===== config.mk =====
export PLATFORM = sky130hd
export DESIGN_NAME = hs_rr_arbiter
export DESIGN_NICKNAME = d
export VERILOG_FILES = /design/src/rtl/hs_rr_arbiter.sv
export SDC_FILE = /design/constraint.sdc
export NUM_CORES = 1
export LEC_CHECK = 0
export CAP_MARGIN = 30
export CORE_MARGIN = 4
export CORE_UTILIZATION = 35
export DETAILED_ROUTE_END_ITERATION = 8
export HOLD_SLACK_MARGIN = 0.03
export PLACE_DENSITY = 0.65
export SETUP_SLACK_MARGIN = 0.1
export SLEW_MARGIN = 0
export SYNTH_ARGS = -nofsm -noshare
export SYNTH_HDL_FRONTEND = slang
export SYNTH_SLANG_ARGS = --single-unit

===== constraint.sdc =====
create_clock -name clk -period 2.35 [get_ports clk]
set_input_delay 0.235 -clock clk [delete_from_list [all_inputs] [get_ports clk]]
set_output_delay 0.235 -clock clk [all_outputs]
set_load 0.01 [all_outputs]

===== src/rtl/hs_rr_arbiter.sv =====
// hs_rr_arbiter: round-robin arbiter merging N 4-phase handshake channels onto one shared channel.
module hs_rr_arbiter #(
  parameter int N           = 4,
  parameter int SYNC_STAGES = 2
) (
  input  logic         clk,
  input  logic         rst_n,
  input  logic [N-1:0] in_req,
  output logic [N-1:0] in_ack,
  input  logic [N-1:0] in_dat,
  output logic         out_req,
  input  logic         out_ack,
  output logic         out_dat,
  output logic [N-1:0] grant,
  output logic         busy,
  output logic [7:0]   xfer_cnt
);
  localparam int PW = $clog2(N);
  typedef enum logic [1:0] {IDLE, FWD, DRAIN} state_t;
  state_t                           state;
  logic [SYNC_STAGES-1:0][N-1:0]    req_sr;
  logic [SYNC_STAGES-1:0]           ack_sr;
  logic [N-1:0]                     req_s;
  logic                             ack_s;
  logic [PW-1:0]                    ptr, w, win, idx;
  assign req_s = req_sr[SYNC_STAGES-1];
  assign ack_s = ack_sr[SYNC_STAGES-1];
  assign busy  = (state != IDLE);
  // descending scan so the nearest requester after ptr is the last one written
  always_comb begin
    win = '0;
    idx = '0;
    for (int k = N; k >= 1; k--) begin
      idx = PW'((int'(ptr) + k) % N);
      if (req_s[idx]) win = idx;
    end
  end
  always_ff @(posedge clk or negedge rst_n) begin
    if (!rst_n) begin
      req_sr   <= '0;
      ack_sr   <= '0;
      state    <= IDLE;
      out_req  <= 1'b0;
      out_dat  <= 1'b0;
      in_ack   <= '0;
      grant    <= '0;
      xfer_cnt <= '0;
      ptr      <= PW'(N - 1);
      w        <= '0;
    end else begin
      req_sr <= {req_sr[SYNC_STAGES-2:0], in_req};
      ack_sr <= {ack_sr[SYNC_STAGES-2:0], out_ack};
      case (state)
        IDLE: if (|req_s) begin
          w       <= win;
          grant   <= N'(1) << win;
          out_dat <= in_dat[win];
          out_req <= 1'b1;
          state   <= FWD;
        end
        FWD: if (ack_s) begin
          in_ack[w] <= 1'b1;
          out_req   <= 1'b0;
          state     <= DRAIN;
        end
        DRAIN: if (!ack_s && !req_s[w]) begin
          in_ack   <= '0;
          grant    <= '0;
          ptr      <= w;
          xfer_cnt <= xfer_cnt + 8'd1;
          state    <= IDLE;
        end
        default: state <= IDLE;
      endcase
    end
  end
endmodule


==> results of run 1 <==
[worst max path at each step]
| stage | startpoint | endpoint | slack [ns] |
|---|---|---|---|
| floorplan | w[0] | xfer_cnt[1] | 0.49 |
| global placement | w[0] | xfer_cnt[1] | 0.45 |
| detailed placement | w[0] | xfer_cnt[1] | 0.40 |
| CTS | w[0] | xfer_cnt[1] | 0.39 |
| global route | w[0] | xfer_cnt[1] | 0.30 |
| finish | w[0] | xfer_cnt[1] | 0.39 |
[power by group]
part / leakage, uW / internal, uW / switching [uW]
sequential: 0.000417 / 756 / 152
clock: 0.0000482 / 236 / 190
combinational: 0.000328 / 386 / 308
total: 0.000793 / 1380 / 650
[stage by stage]
stage,total power [uW],instances
after floorplan,1270,109
after global placement,1600,187
after detailed placement,1620,187
after CTS,2070,195
after global routing,2200,195
final,2030,195
[registers in the layout (all words and copies together) (netlist names)]
name	flops
ack_sr	2
in_ack	4
out_dat	1
ptr	2
out_req	1
xfer_cnt	8
state	2
req_sr	4
w	2
grant	4
req_s	4
[cell usage after synthesis]
cell | n | area share
sky130_fd_sc_hd__dfrtp_1 | 32 | 0.59
sky130_fd_sc_hd__nand2_1 | 11 | 0.031
sky130_fd_sc_hd__nor2_1 | 7 | 0.019
sky130_fd_sc_hd__nand2b_1 | 5 | 0.023
sky130_fd_sc_hd__o21ai_0 | 5 | 0.019
sky130_fd_sc_hd__xnor2_1 | 5 | 0.032
sky130_fd_sc_hd__inv_1 | 4 | 0.011
sky130_fd_sc_hd__o22ai_1 | 4 | 0.019
sky130_fd_sc_hd__a21oi_1 | 3 | 0.011
sky130_fd_sc_hd__mux2_2 | 3 | 0.025
sky130_fd_sc_hd__a31oi_1 | 2 | 0.0093
sky130_fd_sc_hd__and3_1 | 2 | 0.0093
sky130_fd_sc_hd__dfstp_2 | 2 | 0.039
sky130_fd_sc_hd__mux2i_1 | 2 | 0.015
sky130_fd_sc_hd__nand3_1 | 2 | 0.0074
sky130_fd_sc_hd__nand4_1 | 2 | 0.0093
sky130_fd_sc_hd__o221ai_1 | 2 | 0.013
sky130_fd_sc_hd__or2_2 | 2 | 0.0093
sky130_fd_sc_hd__xor2_1 | 2 | 0.013
sky130_fd_sc_hd__a211oi_1 | 1 | 0.0056
sky130_fd_sc_hd__a21o_1 | 1 | 0.0056
sky130_fd_sc_hd__and2_1 | 1 | 0.0046
sky130_fd_sc_hd__and4_1 | 1 | 0.0065
sky130_fd_sc_hd__buf_6 | 1 | 0.0083
sky130_fd_sc_hd__clkbuf_1 | 1 | 0.0028
sky130_fd_sc_hd__ha_1 | 1 | 0.0093
sky130_fd_sc_hd__mux4_2 | 1 | 0.017
sky130_fd_sc_hd__nand3b_1 | 1 | 0.0056
sky130_fd_sc_hd__nor3_1 | 1 | 0.0037
sky130_fd_sc_hd__nor4b_4 | 1 | 0.018
sky130_fd_sc_hd__o211ai_1 | 1 | 0.0056
[final cells by class]
class	count	area, sq um	area share
Sequential cell	34	853	0.475
Multi-Input combinational cell	69	465	0.259
Timing Repair Buffer	32	313	0.174
Clock inverter	1	5.00	0.00278
Inverter	4	15.0	0.00835
Tap cell	48	60.1	0.0334
Clock buffer	7	86.3	0.0480
[worst max-delay path: stages (launching register included)]
cell and delay [ns]:
sky130_fd_sc_hd__dfrtp_1 0.44, sky130_fd_sc_hd__mux4_2 0.57, sky130_fd_sc_hd__nor4b_4 0.22, sky130_fd_sc_hd__buf_4 0.26
sky130_fd_sc_hd__mux2_2 0.36
[layer usage]
| metal | GRT usage | vias up | part of all wire |
|---|---|---|---|
| met1 | 0.134 | 467 | 0.45 |
| met3 | 0.0518 | 0 | 0.057 |
| li1 | - | 454 | - |
| met2 | 0.197 | 25 | 0.50 |
| met5 | 0 | - | 0 |
| met4 | 0.0447 | 0 | 0 |
[cell families (layout without fill, tap and decap cells)]
| logic type | count (synthesis) | count (layout) | share of synthesized area |
|---|---|---|---|
| compound gates | 19 | 19 | 0.0872 |
| mux | 6 | 6 | 0.0566 |
| simple gates | 36 | 36 | 0.147 |
| fa+ha+maj | 1 | 1 | 0.00927 |
| xor+xnor | 7 | 7 | 0.0455 |
| buf+inv | 6 | 44 | 0.0223 |
| flops | 34 | 34 | 0.633 |
==> metrics list, run 1 <==
- The run finished with clean final reports.
- Yosys printed 0 warnings.
* Standard cell area after detailed placement: 0.00171 sq mm
- Worst min path class: flip-flop to flip-flop
- Setup violations remaining at the end of the flow were counted as 0.
- Reported max-cap violation count: 0
* Post-synth design cell area: 0.00135 sq mm
- The final layout contains routed wiring with a total length of 2580 microns.
- Hold bufs inserted after CTS: 0
* Register-to-register path setup slack: 0.39 ns
- DRC violation count after routing: 0
- Root buf cell: sky130_fd_sc_hd__clkbuf_8
- TritonCTS clock tree: done
* Startpoint of the lowest-slack hold path: ack_sr[0]
* Global router's overall resource usage: 0.119
- Number of antenna violations at the first check in global routing: 0
- During placement, the flow inserted port buffers numbering 29.
- The die covers 0.00491 sq mm.
- Summed over all layers, the global routing overflow is 0.
- Worst voltage drop across the vdd grid: 0.521 mV
* Number of hold-slack violations in the final timing report: 0
- Counting every net in the synthesized netlist gives 121.
- Vias/cell: 4.85
- Number of top-level design ports: 30
- Final #Nets: 158
* Post-layout minimum cycle time: 1.96 ns
- Crit path kind: flip-flop to flip-flop
- The via count of the first global-routing pass was 1,008.
- For this configuration, the core starts out at a cell density of 0.366.
- The congestion estimate from routability-driven global placement came to 0.750.
- Period Utilization, post-route: 0.835
- Setup slack after layout: 0.388 ns
* First-pass GRT wire length: 4610 microns
- The die is 70.1 microns tall.
- Maximum level of the CTS H-tree: 2
* Leading cell types in the layout, fill and taps excluded: sky130_fd_sc_hd__dfrtp_1 (32), sky130_fd_sc_hd__clkdlybuf4s50_1 (29), sky130_fd_sc_hd__nand2_1 (11), sky130_fd_sc_hd__nor2_1 (7), sky130_fd_sc_hd__clkbuf_8 (6)
* Depth of the worst hold-timing path: 0
- Max Slew Vio Count: 0
- Share of the core filled with cells: 0.487
- Post-route antenna net violation count: 0
- Entering global routing, the biggest net connects 35 pins.
- Final setup TNS: 0 ns
* Horizontal die dimension: 70.1 microns
* CP startpoint kind: flip-flop
* Worst reg2reg startpoint: w[0]
- Clock latency on the worst-skew pair: 0.28 ns
- Dividing the synthesized area by the synthesized cell count gives 12.4 sq um.
- Static Leakage: 0.000793 uW
- Detailed routing inserted a total of 946 vias.
- The path with the worst hold slack has its endpoint at ack_sr[1].
- Highest net fanout along the worst path: 18
- Data arrives at the worst endpoint at 2.13 ns.
* Critical path endpoint category: flip-flop
- After clock tree synthesis, the clock-pin slew on the worst setup and hold paths is 0.06 ns.
* Data required time of the worst path: 2.51 ns
- Share of post-route cells with drive strength above 1: 0.129
- Most frequent standard cell in the layout excluding fill and tap cells: sky130_fd_sc_hd__dfrtp_1
- ANT cells: 0
- Hold timing on the final database bottoms out at a slack of 0.343 ns.
- At the pin with the least slew margin, the transition time is 0.409 ns.
- Fill cell total of the finished layout: 353
- Clock net sink count: 34
- Critical register-to-register path endpoint: xfer_cnt[1]
* Synth Register Bits: 34
- Starting DRT DRC Count: 38
- The clock passes through at most 2 buffers.
- In this run the tightest slew margin relative to its limit is 0.727.
- Number of rows created at floorplan: 22
* R2R cell count: 4
- Post-route standard cell area excluding fillers: 0.00180 sq mm
- Number of standard cells after synthesis: 109
- First-pass iteration count of the detailed router: 4
- The number of setup buffers added after CTS is 0.
- Dividing total power by cell area gives a power density of 1130 mW/mm^2.
* Post-CTS Resized: 0
- Based on the critical path, the design can be clocked at up to 510 MHz.
- The number of clock buffers added by TritonCTS is 5.
* Final setup skew: 0.00489 ns
- After detailed routing, the average wire length per cell comes to 13.2 microns.
- The netlist uses 31 different library cells.
- The floorplan step defined a core boundary enclosing 0.00369 sq mm.
* Final HPWL DP: 1840 microns
- Seq/Total Area, Yosys: 0.633
- Relative to the synthesized area, the layout overhead comes to 33.3%.
- Before CTS, the worst setup slack after placement is 0.401 ns.
- Setup repair after global routing missed its margin: false
No activity file was read; power rests on OpenSTA's default activity.
==> run 2, diff against run 1 <==
--- a/config.mk
+++ b/config.mk
@@ -10,7 +10,7 @@
 export CORE_UTILIZATION = 35
 export DETAILED_ROUTE_END_ITERATION = 8
 export HOLD_SLACK_MARGIN = 0.03
-export PLACE_DENSITY = 0.65
+export PLACE_DENSITY = 0.67
 export SETUP_SLACK_MARGIN = 0.1
 export SLEW_MARGIN = 0
 export SYNTH_ARGS = -nofsm -noshare
==> constraint.sdc (replaced) <==
create_clock -name clk -period 1.8 [get_ports clk]
set_input_delay 0.18 -clock clk [delete_from_list [all_inputs] [get_ports clk]]
set_output_delay 0.18 -clock clk [all_outputs]
set_load 0.01 [all_outputs]
==> run 2 against run 1 <==
Effect of this change: the run now ends with negative setup slack left; cell count up 6.2%; sequential share of layout area down 2.7 points; sequential cell count unchanged; setup slack worse by 0.42 ns; non-clock buffer count up 12; critical path type unchanged.
==> metrics list, run 2 (synthesized netlist as in run 1, its figures left out) <==
* Worst-Margin Slew: 0.416 ns
- CTS placed an instance of sky130_fd_sc_hd__clkbuf_8 at the clock tree root.
- Failing checks: negative setup slack
* Total wire length: 2660 microns
- After routing the design area is 0.00191 sq mm.
- The longest clock path from root to sink contains 2 buffers.
- Along the worst path, the maximum fanout reaches 9.
- Crit path kind: flip-flop to flip-flop
- Detailed placement ended at an HPWL of 1950 microns.
- Clock slew seen by the registers of the worst setup and hold paths: 0.07 ns
- CTS buffer count: 5
* Combined area of the multi-input logic cells: 477 sq um
- Maximum number of pins on one net before global-route repair: 35
* Maximum level of the CTS H-tree: 2
- Top register by number of flip-flops: xfer_cnt
- From bottom edge to top edge, the die measures 70.1 microns.
* CP startpoint kind: flip-flop
* Synth-to-Final Area Change: 41.3%
- Detailed-route wire length per cell: 12.9 microns
- Die area: 0.00491 sq mm
- In the routed design, unresolved DRC markers number 0.
* Clock net sink count: 34
- DR vias: 967
* Aggregate global routing overflow: 0
- TritonCTS built the clock tree.
* Number of antenna violations at the first check in global routing: 0
- The filler cells instantiated in the layout total 348.
- Starting Density: 0.366
- Share of post-route cells with drive strength above 1: 0.208
* Outcome: finished, violations left
- Hold bufs inserted after CTS: 0
* Most frequent standard cell in the layout excluding fill and tap cells: sky130_fd_sc_hd__dfrtp_1
- Data on the critical path arrives at its endpoint at 1.99 ns.
* Vias/cell: 4.67
* Largest register FFs: 8
- The count of final hold-check violations was 0.
- First-pass GRT wire length: 4520 microns
* Global placement routability congestion: 0.774
- Timing-limited maximum frequency: 547 MHz
- Final setup TNS: -0.0493 ns
- 0 antenna diodes ended up in the layout.
* Register area: 853 sq um
- Setup-failing EPs final: 2
- Data required time of the worst path: 1.96 ns
* Number of cells in the design after placement: 196
- Number of top-level design ports: 30
* Vias in the first global route: 1,018
* Placeable Area: 0.00369 sq mm
* Max Slew Vio Count: 0
* Starting DRT DRC Count: 19
- Final setup skew: 0.00494 ns
* Post-route antenna net violation count: 0
- Clock latency on the worst-skew pair: 0.28 ns
* Slew HR: 0.723
- Horizontal die dimension: 70.1 microns
* Period Utilization, post-route: 1.02
- In the layout the commonest cells are sky130_fd_sc_hd__dfrtp_1 (32), sky130_fd_sc_hd__clkdlybuf4s50_1 (28), sky130_fd_sc_hd__buf_4 (14), sky130_fd_sc_hd__nand2_1 (10), sky130_fd_sc_hd__nor2_1 (7).
* Number of rows created at floorplan: 22
- Standard cell area after detailed placement: 0.00178 sq mm
* Port bufs: 29
* Power density over the cells: 1470 mW/mm^2
- Across the run, the number of max-cap violations was 0.
- Post-layout minimum cycle time: 1.83 ns
* Critical path endpoint category: flip-flop
* Cell Count, Final, Fillers Out: 207
* Worst slack, placed: -0.0421 ns
- Setup slack after layout: -0.0279 ns
- IR analysis of the VDD net gives a maximum drop of 0.632 mV.
- Final #Nets: 170
- Global router's overall resource usage: 0.116
* First-pass iteration count of the detailed router: 4
- Setup repair after global routing could not meet its margin everywhere.
- The tightest min-delay check is of the input pin to async pin type.
* Static Leakage: 0.000863 uW
-- run 2: repair_timing --
item	CTS	global route
resized for setup	2	1
setup buffers	2	1
cloned	0	0
pin swaps	1	1
setup endpoints to repair	18	19
-- run 2: area by class of cell --
cell class                 instances  area share
inverter                           4     0.00788
clock inverter                     1     0.00263
clock buffer                       7      0.0453
multi-input combinational         69       0.250
tap                               48      0.0315
timing repair buffer              44       0.215
sequential                        34       0.448
-- run 2: final timing paths --
kind | startpoint | endpoint | slack [ns] | cells past startpoint
worst max-delay path | w[0] | xfer_cnt[1] | -0.03 | 4
worst min-delay path | rst_n | xfer_cnt[5] | 0.30 | 2
worst max register to register | w[0] | xfer_cnt[1] | -0.03 | 4
worst min register to register | req_sr[0] | req_s[0] | 0.34 | 0
max in group asynchronous | rst_n | ptr[0] | 1.17 | 2
min in group clk | out_ack | ack_sr[0] | 0.34 | 1
-- run 2: metal layers --
metal  share of wire  routed length [microns]  track usage  vias up
li1                -                        -            -      477
met1            0.45                     1190        0.138      465
met2            0.50                     1340        0.191       21
met3           0.040                      106       0.0360        4
met4           0.011                       29       0.0532        0
met5               0                        0            0        -
-- run 2: critical path, cell delays in order (launching register included) --
cell	delay, ns
sky130_fd_sc_hd__dfrtp_1	0.37
sky130_fd_sc_hd__mux4_2	0.55
sky130_fd_sc_hd__nor4b_4	0.28
sky130_fd_sc_hd__buf_6	0.18
sky130_fd_sc_hd__mux2_2	0.33
-- run 2: stage by stage --
step | utilization | hold slack (ns) | power (uW)
final | 0.517 | 0.299 | 2800
after global routing | 0.517 | 0.322 | 3000
after CTS | 0.514 | 0.307 | 2820
after detailed placement | 0.483 | 0.336 | 2220
after global placement | 0.483 | 0.333 | 2180
after floorplan | - | -0.116 | 1680
-- run 2: power by group --
part | switching (uW) | internal (uW) | leakage (uW) | total (uW)
clock network | 250 | 308 | 0.0000482 | 558
logic | 491 | 606 | 0.000398 | 1100
registers | 161 | 988 | 0.000417 | 1150
==> run 3, diff against run 2 <==
--- a/config.mk
+++ b/config.mk
@@ -10,7 +10,7 @@
 export CORE_UTILIZATION = 35
 export DETAILED_ROUTE_END_ITERATION = 8
 export HOLD_SLACK_MARGIN = 0.03
-export PLACE_DENSITY = 0.67
+export PLACE_DENSITY = 0.71
 export SETUP_SLACK_MARGIN = 0.1
 export SLEW_MARGIN = 0
 export SYNTH_ARGS = -nofsm -noshare
==> run 3 against run 2 <==
Effect of this change: the flow now finishes without violations; cell area grew 1.8%; fmax grew 3.8%; critical path type unchanged; largest cell class unchanged; critical endpoint is now xfer_cnt[5]; non-clock buffer count is the same; wire length grew 4.4%; sequential cell count is the same; via count grew 4.4%; power grew 2.9%; cell count is the same.
==> metrics list, run 3 (synthesized netlist as in run 1, its figures left out) <==
- The flow ran to the end, and the final reports show no timing, DRC or antenna violations.
- The routed layout has 1,010 vias.
- The layout has 339 filler cells.
* Reported max-cap violation count: 0
- The number of max-slew violations in the final report was 0.
- After detailed placement, the total cell area comes to 0.00178 sq mm.
* Vias/cell: 4.88
* Register area: 855 sq um
- Period Utilization, post-route: 0.978
- Global placement routability congestion: 0.791
* Final setup TNS: 0 ns
- Derived from the worst setup path, the maximum achievable clock frequency is 568 MHz.
* Combined area of the multi-input logic cells: 494 sq um
- Worst-path cell chain: mux4_2, nor4b_4, buf_6, and4_1, xor2_1
- Of the total power, the share spent switching nets is 0.315.
- Global router's overall resource usage: 0.118
* Number of antenna violations at the first check in global routing: 0
- First-pass iteration count of the detailed router: 5
- Post-layout minimum cycle time: 1.76 ns
- Switching power summed over all nets: 909 uW
* Setup-failing EPs final: 0
- The first routing iteration left 37 violations.
* Synth-to-Final Area Change: 43.8%
- Setup repair after global routing missed its margin: true
* Aggregate global routing overflow: 0
- Number of rows created at floorplan: 22
* First-pass GRT wire length: 4540 microns
- Number of hold-slack violations in the final timing report: 0
- CP startpoint kind: flip-flop
- Horizontal die dimension: 70.1 microns
- The die is 70.1 microns tall.
- For this configuration, the core starts out at a cell density of 0.366.
* Internal power of the cells: 1980 uW
- Hold bufs inserted after CTS: 0
* Fin Hold WS: 0.294 ns
- Data on the critical path is required at its endpoint by 2.01 ns.
* Clock slew seen by the registers of the worst setup and hold paths: 0.07 ns
* Vias in the first global route: 1,048
- The largest single stage delay on the critical path is 0.54 ns.
- Worst-case clock buffer depth: 2
- After detailed routing, the total wire length is 2780 microns.
- Power share of the combinational group: 0.369
- Highest net fanout along the worst path: 12
* Maximum level of the CTS H-tree: 2
- Cell Count, Final, Fillers Out: 207
* CTS buffer count: 5
- Data on the critical path arrives at its endpoint at 1.97 ns.
- In this run the worst hold path is classified as input pin to async pin.
- Detailed-route wire length per cell: 13.4 microns
- After detailed routing, the number of remaining DRC violations is 0.
* Critical path endpoint category: flip-flop
- Final #Nets: 170
- TritonCTS built the clock tree.
- Maximum number of pins on one net before global-route repair: 35
- For this design the ratio of total power to cell area is 1490 mW/mm^2.
* Final HPWL DP: 1940 microns
* Clock latency on the worst-skew pair: 0.29 ns
- Sequential Power Share: 0.405
* Top register by number of flip-flops: xfer_cnt
- Port bufs: 29
- In this run the static leakage power is 0.000874 uW.
- The design draws 2880 uW.
* Worst voltage drop across the vdd grid: 0.670 mV
- In this run the standard cell core region covers 0.00369 sq mm.
* Clock network fraction of total power: 0.226
- Pin placement for this block handled 30 I/O pins.
- Leaving out fill and tap cells, the most frequent cell in the layout is sky130_fd_sc_hd__dfrtp_1.
- Worst-Margin Slew: 0.414 ns
- In this run the clock root is driven by a sky130_fd_sc_hd__clkbuf_8.
- Largest register FFs: 8
* Cell with the largest stage delay on the worst path: sky130_fd_sc_hd__mux4_2
- The worst setup path is of the flip-flop to flip-flop kind.
- The die covers 0.00491 sq mm.
* Leading cell types in the layout, fill and taps excluded: sky130_fd_sc_hd__dfrtp_1 (31), sky130_fd_sc_hd__clkdlybuf4s50_1 (28), sky130_fd_sc_hd__buf_4 (14), sky130_fd_sc_hd__nand2_1 (10), sky130_fd_sc_hd__clkbuf_8 (8)
- In the final layout, the share of cells above drive strength 1 is 0.239.
- Number of cells in the design after placement: 196
- The count of nets left with antenna violations once routing finished came out at 0.
- The clock arrives with 0.00921 ns of skew.
- Slew HR: 0.724
- The clock drives 34 sinks.
* Post-route standard cell area excluding fillers: 0.00194 sq mm
* ANT cells: 0
- Across all register-to-register paths, the minimum setup slack is 0.04 ns.
run 3: final timing paths:
check / depth (start not counted) / end / start
min in group clk: 1 / req_sr[0] / in_req[0]
max in group asynchronous: 2 / ptr[0] / rst_n
worst max register to register: 5 / xfer_cnt[5] / w[0]
worst min-delay path: 2 / req_s[0] / rst_n
worst max-delay path: 5 / xfer_cnt[5] / w[0]
worst min register to register: 0 / ack_sr[1] / ack_sr[0]
run 3: power by group through the flow:
| stage | Clock, uW | Combinational, uW | Sequential [uW] |
|---|---|---|---|
| 4_1_cts | 667 | 1040 | 1170 |
| 3_3_place_gp | 0 | 1010 | 1160 |
| 6_report | 652 | 1060 | 1170 |
| 5_1_grt | 701 | 1150 | 1200 |
| 3_5_place_dp | 0 | 1020 | 1180 |
| 2_1_floorplan | 0 | 466 | 1220 |
run 3: area by class of cell:
type                    count  share of cell area
multi-input cells          69               0.255
well taps                  48              0.0310
clock buffers               8              0.0568
inverters                   4             0.00774
repair buffers             44               0.209
flip-flops and latches     34               0.441
run 3: stage by stage:
step	setup slack, ns	utilization
after floorplan	-0.0637	-
after global placement	0.0295	0.483
after detailed placement	-0.0278	0.483
after CTS	0.0175	0.521
after global routing	-0.0622	0.526
final	0.0389	0.526
run 3: worst max-delay path: cells and delay by family, from the launching register on:
family | cells | cell delay, ns
multiplexers | 1 | 0.54
AND/OR/NAND/NOR | 2 | 0.45
flip-flops | 1 | 0.37
buffers and inverters | 1 | 0.18
XOR/XNOR | 1 | 0.14
run 3: repair_timing:
item / CTS / global route
setup buffers: 3 / 0
pin swaps: 1 / 1
setup endpoints to repair: 12 / 19
gates resized for setup: 4 / 4
run 3: per-layer routing:
layer | track usage | wire, microns | vias to the layer above | share of wire
met1 | 0.136 | 1180 | 490 | 0.42
li1 | - | - | 479 | -
met4 | 0.0319 | 29 | 0 | 0.010
met2 | 0.193 | 1380 | 36 | 0.50
met3 | 0.0590 | 183 | 5 | 0.066
met5 | 0 | 0 | - | 0
